<file path="src/rtl/rv32i_pkg.sv">
// Shared fetch-stage types and constants for the rv32i core.
package rv32i_pkg;

   localparam logic [31:0] RESET_VECTOR_DEFAULT = 32'h0000_0000;
   localparam logic [31:0] INSTR_NOP            = 32'h0000_0013;

   typedef struct packed {
      logic [31:0] pc;
      logic [31:0] instr;
      logic        fault;
   } fetch_pkt_t;

endpackage

</file>
<file path="src/rtl/fetch_unit_skid_buffer.sv">
// Two-entry fetch packet FIFO; head visible combinationally, write visible next cycle.
// Flush empties the FIFO but still accepts a same-cycle push as the sole new entry.
module fetch_skid_buffer
   import rv32i_pkg::*;
(
   input  logic       clk,
   input  logic       reset,
   input  logic       i_push,
   input  fetch_pkt_t i_push_dat,
   input  logic       i_pop,
   input  logic       i_flush,
   output fetch_pkt_t o_head,
   output logic [1:0] o_count
);

   fetch_pkt_t r_mem [2];
   logic       r_rd;
   logic       r_wr;
   logic [1:0] r_count;

   always_ff @(posedge clk or posedge reset) begin
      if (reset) begin
         r_mem[0] <= '0;
         r_mem[1] <= '0;
         r_rd     <= 1'b0;
         r_wr     <= 1'b0;
         r_count  <= 2'd0;
      end else if (i_flush) begin
         r_rd    <= 1'b0;
         r_wr    <= i_push;
         r_count <= {1'b0, i_push};
         if (i_push) r_mem[0] <= i_push_dat;
      end else begin
         if (i_push) begin
            r_mem[r_wr] <= i_push_dat;
            r_wr        <= ~r_wr;
         end
         if (i_pop) r_rd <= ~r_rd;
         r_count <= r_count + {1'b0, i_push} - {1'b0, i_pop};
      end
   end

   assign o_head  = r_mem[r_rd];
   assign o_count = r_count;

   a_no_overflow: assert property (@(posedge clk) disable iff (reset)
      !(i_push && !i_pop && !i_flush && r_count == 2'd2));
   a_no_underflow: assert property (@(posedge clk) disable iff (reset)
      !(i_pop && !i_flush && r_count == 2'd0));

endmodule

</file>
<file path="src/rtl/fetch_unit.sv">
// rv32i fetch stage: PC owner, 1-cycle ROM, returned word bypasses to decode when the skid buffer is empty.
// Optional RV32I_FETCH_MISALIGN_EN: misaligned redirect targets yield a fault packet and halt fetch.
module fetch_unit
   import rv32i_pkg::*;
#(
   parameter logic [31:0] RESET_VECTOR = RESET_VECTOR_DEFAULT,
   parameter int          ROM_LAT      = 1
) (
   input  logic        clk,
   input  logic        reset,
   output logic [31:0] rom_addr,
   input  logic [31:0] rom_data,
   input  logic        redirect,
   input  logic [31:0] redirect_pc,
   output logic        if_valid,
   input  logic        if_ready,
   output logic [31:0] if_pc,
   output logic [31:0] if_instr,
   output logic        if_fault
);

   logic [31:0] r_pc;
   logic [31:0] r_inflight_pc;
   logic        r_inflight;

   logic        w_mis;
   logic        w_halt;
   logic [31:0] w_redir_pc;
   logic        w_deq;
   logic        w_issue;
   logic [2:0]  w_occ;
   logic        w_empty;
   logic        w_push;
   logic        w_pop;
   fetch_pkt_t  w_push_dat;
   fetch_pkt_t  w_head;
   logic [1:0]  w_count;

`ifdef RV32I_FETCH_MISALIGN_EN
   logic r_halt;

   assign w_mis      = redirect & (redirect_pc[1:0] != 2'b00);
   assign w_redir_pc = redirect_pc;
   assign w_halt     = r_halt;

   // Halt persists until a redirect lands on an aligned target.
   always_ff @(posedge clk or posedge reset) begin
      if (reset)         r_halt <= 1'b0;
      else if (redirect) r_halt <= w_mis;
   end
`else
   assign w_mis      = 1'b0;
   assign w_redir_pc = redirect_pc & ~32'h0000_0003;
   assign w_halt     = 1'b0;
`endif

   assign w_empty  = (w_count == 2'd0);
   assign if_valid = ~w_empty | r_inflight;
   assign w_deq    = if_valid & if_ready;
   assign w_pop    = w_deq & ~w_empty;

   // Occupancy after this cycle's dequeue must leave room for one more return.
   assign w_occ    = {1'b0, w_count} + {2'b00, r_inflight} - {2'b00, w_deq};
   assign w_issue  = redirect ? ~w_mis : (~w_halt & (w_occ < 3'd2));
   assign rom_addr = redirect ? w_redir_pc : r_pc;

   // A return bypassed straight to decode and accepted is not stored.
   assign w_push = (r_inflight & ~redirect & ~(w_empty & if_ready)) | w_mis;

   always_comb begin
      w_push_dat = '{pc: r_inflight_pc, instr: rom_data, fault: 1'b0};
      if (w_mis) w_push_dat = '{pc: redirect_pc, instr: INSTR_NOP, fault: 1'b1};
   end

   always_ff @(posedge clk or posedge reset) begin
      if (reset) begin
         r_pc          <= RESET_VECTOR;
         r_inflight    <= 1'b0;
         r_inflight_pc <= 32'h0;
      end else begin
         r_inflight <= w_issue;
         if (w_issue) begin
            r_inflight_pc <= rom_addr;
            r_pc          <= rom_addr + 32'd4;
         end
      end
   end

   fetch_skid_buffer u_skid (
      .clk        (clk),
      .reset      (reset),
      .i_push     (w_push),
      .i_push_dat (w_push_dat),
      .i_pop      (w_pop),
      .i_flush    (redirect),
      .o_head     (w_head),
      .o_count    (w_count)
   );

   assign if_pc    = ~w_empty ? w_head.pc    : (r_inflight ? r_inflight_pc : 32'h0);
   assign if_instr = ~w_empty ? w_head.instr : (r_inflight ? rom_data : INSTR_NOP);
   assign if_fault = ~w_empty & w_head.fault;

   a_rom_lat: assert property (@(posedge clk) ROM_LAT == 1);

endmodule

</file>
<file path="config.mk">
export PLATFORM = sky130hd
export DESIGN_NAME = fetch_unit
export DESIGN_NICKNAME = d
export VERILOG_FILES = /design/src/rtl/rv32i_pkg.sv /design/src/rtl/fetch_unit_skid_buffer.sv /design/src/rtl/fetch_unit.sv
export SDC_FILE = /design/constraint.sdc
export NUM_CORES = 1
export LEC_CHECK = 0
export CAP_MARGIN = 0
export CORE_UTILIZATION = 40
export CTS_CLUSTER_DIAMETER = 60
export DETAILED_ROUTE_END_ITERATION = 16
export SETUP_SLACK_MARGIN = 0.4
export SLEW_MARGIN = 40
export SYNTH_ARGS = -nofsm -noshare
export SYNTH_HDL_FRONTEND = slang
export SYNTH_SLANG_ARGS = --single-unit
export TNS_END_PERCENT = 5
</file>
<file path="constraint.sdc">
create_clock -name clk -period 10.4 [get_ports clk]
set_clock_uncertainty 0.15 [all_clocks]
set_input_delay 2.08 -clock clk [delete_from_list [all_inputs] [get_ports clk]]
set_output_delay 2.08 -clock clk [all_outputs]
set_load 0.03 [all_outputs]
</file>
Word level (Yosys, flattened, before mapping)
Cells that the tools add are included.

cells by class
  $add $sub $neg = 5
  order comparisons = 4
  muxes and demuxes = 20
  bitwise operators = 14
  reduce and logical (&&, ||, !) cells = 5

operators by type and width
  operator                                                    count
  two-way mux 65 bit                                          6
  two-way mux 32 bit                                          5
  bitwise mux 130 bit                                         1
  two-way mux 130 bit                                         1
  demux 65 bit (select 1 bit)                                 1
  adder 32 x 3 -> 32 bit, second input constant               1
  bitwise AND 1 bit                                           6
  two-way mux 1 bit                                           5
  NOT 1 bit                                                   5
  greater-or-equal comparator 2 bit, second input constant    2
  NOT 1 -> 2 bit                                              2
  nonzero test 2 bit                                          2
  adder 2 x 1 -> 3 bit                                        1
  less-than comparator 3 x 2 -> 1 bit, second input constant  1
  subtractor 3 x 1 -> 3 bit                                   1
  adder 2 x 1 -> 2 bit                                        1
  logical NOT 2 bit                                           1
  less-than comparator 2 x 1 -> 1 bit, second input constant  1
  two-way mux 2 bit                                           1
  AND reduction 2 bit                                         1
  subtractor 2 x 1 -> 2 bit                                   1
  logical AND 1 bit                                           1
  bitwise OR 1 bit                                            1

storage, ports and cells
  register bits = 199
  input bits = 68
  output and inout bits = 98
  word-level logic and storage cells = 60

Logic depth before layout (Yosys ltp)
  word-level depth = 8
  gate-level depth with buffers = 14
  gate-level depth less buffers = 11

Modules after synthesis
A second synthesis with hierarchy kept.

unflattened totals
  cells, all modules = 972
  area, all modules = 10831.6 um^2

by module, submodules not included
  module             instances  cells each  area each (um^2)  seq. area each (um^2)
  fetch_skid_buffer  1          365         6271.0            3353.2
  fetch_unit         1          607         4560.6            1576.5

Worst setup path after synthesis
No wires, ideal clock.

  path kind = input to output
  start point = in redirect
  end point = out rom_addr[31]
  data arrival time = 3405 ps
  data required time = 8170 ps
  setup slack = 4765 ps
  stages on the path = 7
  path buffers = 5
  path through = buf_6 buf_6 buf_6 buf_2 buf_2 mux2i_1 inv_1

on the way
  cells in the longest elaborated chain, start to end = 1

ends and longest elaborated chain
  item                line              text
  start, declared     fetch_unit.sv:13  input logic redirect,
  two-way mux 32 bit  fetch_unit.sv:65  assign rom_addr = redirect ? w_redir_pc : r_pc;
  end, declared       fetch_unit.sv:11  output logic [31:0] rom_addr,

No other way between the ends.

Worst setup path in the final report
  start point = in redirect
  end point = out rom_addr[20]

The elaborated chain is that of the path after synthesis.

==> impl_metrics.py <==
metrics = {
    "die": {
        "core_area_um2": 24300,
        "rows": 57,
        "initial_core_util_pct": 40.8,
        "die_height_um": 159,
        "die-area_um2": 25400,
        "io_pins": 166,
        "dieWidth_um": 159,
    },
    "cts": {
        "post-cts-setup-buffers": 0,
        "htree_num_levels": 4,
        "cts_buffers": 17,
        "holdBufCountCts": 0,
        "clockRootBuffer": "clkbuf_16",
        "cts_resized": 0,
        "clock_latency_ns": 0.43,
        "cts.sinks": 195,
        "clock_path_buffers": 2,
        "path_clk_slew_ns": 0.07,
        "cts_tree": "done",
    },
    "routing": {
        "drtAntennaViolNets": 0,
        "num_vias": 7211,
        "routedWlPerCell_um": 16.9,
        "viasPerCell": 5.24,
        "drt_pass1_iterations": 4,
        "finalWirelength_mm": 23.3,
        "drt_iter0_markers": 366,
        "drc": 0,
    },
    "cells_and_area": {
        "drive_above_1_share_pct": 17.9,
        "nets": 1112,
        "seqCellArea_um2": 4880,
        "fillers": 2213,
        "final_util_pct": 51.4,
        "area_growth_syn_to_layout_pct": 26.1,
        "postLayoutCellArea_um2": 12500,
        "n_antenna_cell": 0,
        "final_cells": 1376,
        "multiInputGateArea_um2": 4680,
    },
    "critical_path": {
        "path_delay_family": "buffers and inverters",
        "cpPeakStageDelay_ns": 0.62,
        "reg2reg_to": "r_pc[27]",
        "cpMaxStageDelayCell": "clkdlybuf4s50_1",
        "path_cells": "buf_2 > buf_6 > mux2i_1 > inv_1 > clkdlybuf4s50_1",
        "critPathLaunchType": "input port",
        "crit_type": "in -> out",
        "rrSetupSlack_ns": 5.61,
        "crit_fanout": 70,
        "cp-end-kind": "output port",
        "critPathRequiredTime_ns": 8.17,
        "critical_path_buf_inv_count": 4,
        "reg2reg_from": "r_inflight",
        "r2r_cells": 14,
        "critPathArrivalTime_ns": 3.92,
    },
    "sta": {
        "hold_viol": 0,
        "setup_tns_ns": 0,
        "fin_crit_ns": 6.15,
        "fin_ws_ns": 4.25,
        "rsz0062_at_grt": "false",
        "max_freq_mhz": 163,
        "whs_ns": 0.336,
        "slew_headroom_pct": 52.5,
        "post-route-period-util_pct": 59.1,
        "setup_viol": 0,
        "worst_pin_slew_ns": 0.708,
        "slew_violations": 0,
    },
    "logic_synthesis": {
        "synth_top_flop_cell": "dfrtp_1",
        "syn_area_per_cell_um2": 11.0,
        "synth.distinct_cells": 51,
        "syn_area_um2": 9910,
        "async_reset_ff_share_pct": 100,
        "ys_seq_area_share_pct": 49.2,
        "synth-seq-cells": 195,
        "synth_nets": 978,
        "synth_cells": 905,
        "ys_warn_count": 0,
        "synth_edf_count": 0,
    },
    "pwr": {
        "p_per_area_nw_per_um2": 339,
        "total_power_mw": 4.24,
        "leakagePower_nw": 5.05,
        "peakVddDrop_mv": 0.146,
    },
    "worst_hold_path": {
        "min_to": "r_pc[30]",
        "min-delay-start": "r_pc[30]",
        "hold_class": "reg -> reg",
        "whs_path_depth": 2,
    },
    "grt": {
        "track_usage_pct": 19.0,
        "gr-total-overflow": 0,
        "antenna_found_initial": 0,
        "grt_pass1_vias": 7131,
        "grt_max_degree": 128,
        "grt_pass1_wl_mm": 38.7,
    },
    "job": {
        "max_cap_violations": 0,
    },
    "status": {
        "status": "completed",
    },
    "placed_design": {
        "dpl_worst_slack_ns": 4.10,
        "place_area_um2": 11900,
        "place_congestion": 0.766,
        "dpl.cell_count": 1344,
        "dp_hpwl_mm": 15.1,
        "portBuffers": 162,
    },
}
==> kinds of logic after synthesis <==
family / Yosys count / synth area share (%)
and+or+nand+nor: 234 / 11.8
muxes: 225 / 24.5
DFF: 195 / 49.2
AOI/OAI and AO/OA: 138 / 8.22
buffers and inverters: 87 / 3.80
xor gates and xnor gates: 20 / 1.77
adders and majority gates: 5 / 0.707
other: 1 / 0.0378
==> worst max-delay path by stage <==
| stage | startpoint | end | slack (ns) | cells past startpoint |
|---|---|---|---|---|
| after floorplan | reset | r_inflight | 2.86 | 1 |
| final | redirect | rom_addr[20] | 4.25 | 5 |
| after global routing | redirect | rom_addr[30] | 4.12 | 5 |
| after CTS | redirect | rom_addr[20] | 4.09 | 5 |
| after global placement | redirect | rom_addr[20] | 4.08 | 5 |
| after detailed placement | redirect | rom_addr[20] | 4.10 | 5 |
==> layer usage <==
layer	GRT usage [%]	vias up	routed length, um
met1	27.7	3542	11400
met4	3.85	0	172
met3	3.83	9	1100
met2	29.3	173	10600
li1	-	3487	-
met5	0	-	0
==> power breakdown <==
group / switching [mW] / total, mW / internal [mW]
Clock: 0.323 / 0.699 / 0.376
Combinational: 1.16 / 2.11 / 0.950
Sequential: 0.288 / 1.42 / 1.13
==> placed cells by master (no fill, tap or decap), types with 3 or more instances in the layout <==
master,n
a22oi_1,3
nand2b_1,7
mux2i_1,85
xnor2_1,14
nand4_1,13
nor2_1,63
nand3_1,76
nor4_1,3
inv_8,4
clkbuf_16,17
ha_1,4
nor2b_1,5
inv_1,23
nand3b_1,7
nand4b_1,3
a211oi_1,3
xor2_1,6
buf_4,8
o21a_1,7
mux2_1,14
nor3b_1,3
mux2_2,126
o31a_1,3
inv_6,4
dfrtp_1,193
nor2_4,3
nand2_1,32
nor3_1,9
a21oi_1,36
o31ai_1,7
clkdlybuf4s50_1,161
o21ai_0,65
==> state kept, by name, indices dropped and copies added (netlist names) <==
register	count
u_skid.r_rd	1
r_pc	32
u_skid.r_wr	1
r_inflight_pc	30
r_inflight	1
u_skid.r_mem	128
u_skid.o_count	2
==> cells in the mapped netlist (3+ instances only) <==
master    instances  share of area (%)
nand4_1          13               0.82
nor4_1            3               0.19
clkbuf_1         30                1.1
xor2_1            6               0.53
a22oi_1           3               0.23
o31ai_1           7               0.53
o21ai_0          65                3.3
nand3_1          76                3.8
nor2_1           64                2.4
nand2_1          32                1.2
nor3_1            9               0.45
buf_6             3               0.34
buf_2            16               0.81
dfrtp_1         195                 49
ha_1              4               0.50
nand3b_1          7               0.53
nor2b_1           5               0.32
inv_1            25               0.95
a211oi_1          3               0.23
nand4b_1          3               0.27
mux2_2          126                 14
nor3b_1           3               0.23
mux2_1           14                1.6
mux2i_1          85                8.6
nand2b_1          7               0.44
o31a_1            3               0.27
xnor2_1          14                1.2
o21a_1            7               0.53
a21oi_1          36                1.8
buf_1            11               0.42
==> worst register-to-register path, stage by stage, from the launching register on <==
cell and delay [ns]:
dfrtp_2 0.63, buf_4 0.41, or3_1 0.43, and2_1 0.17
ha_1 0.25, nand2b_1 0.15, fa_1 0.39, xnor2_1 0.19
a21oi_2 0.08, buf_4 0.28, inv_2 0.58, buf_4 0.52
nand2_1 0.19, mux2i_1 0.17, a211oi_1 0.07
==> final cells by class <==
class / instances / share of cell area, %
multi-input combinational: 623 / 37.4
sequential: 195 / 39.1
timing repair buffer: 177 / 14.4
clock inverter: 14 / 1.51
inverter: 25 / 0.851
clock buffer: 18 / 3.51
tap: 324 / 3.24
No activity file was read; power rests on OpenSTA's default activity.
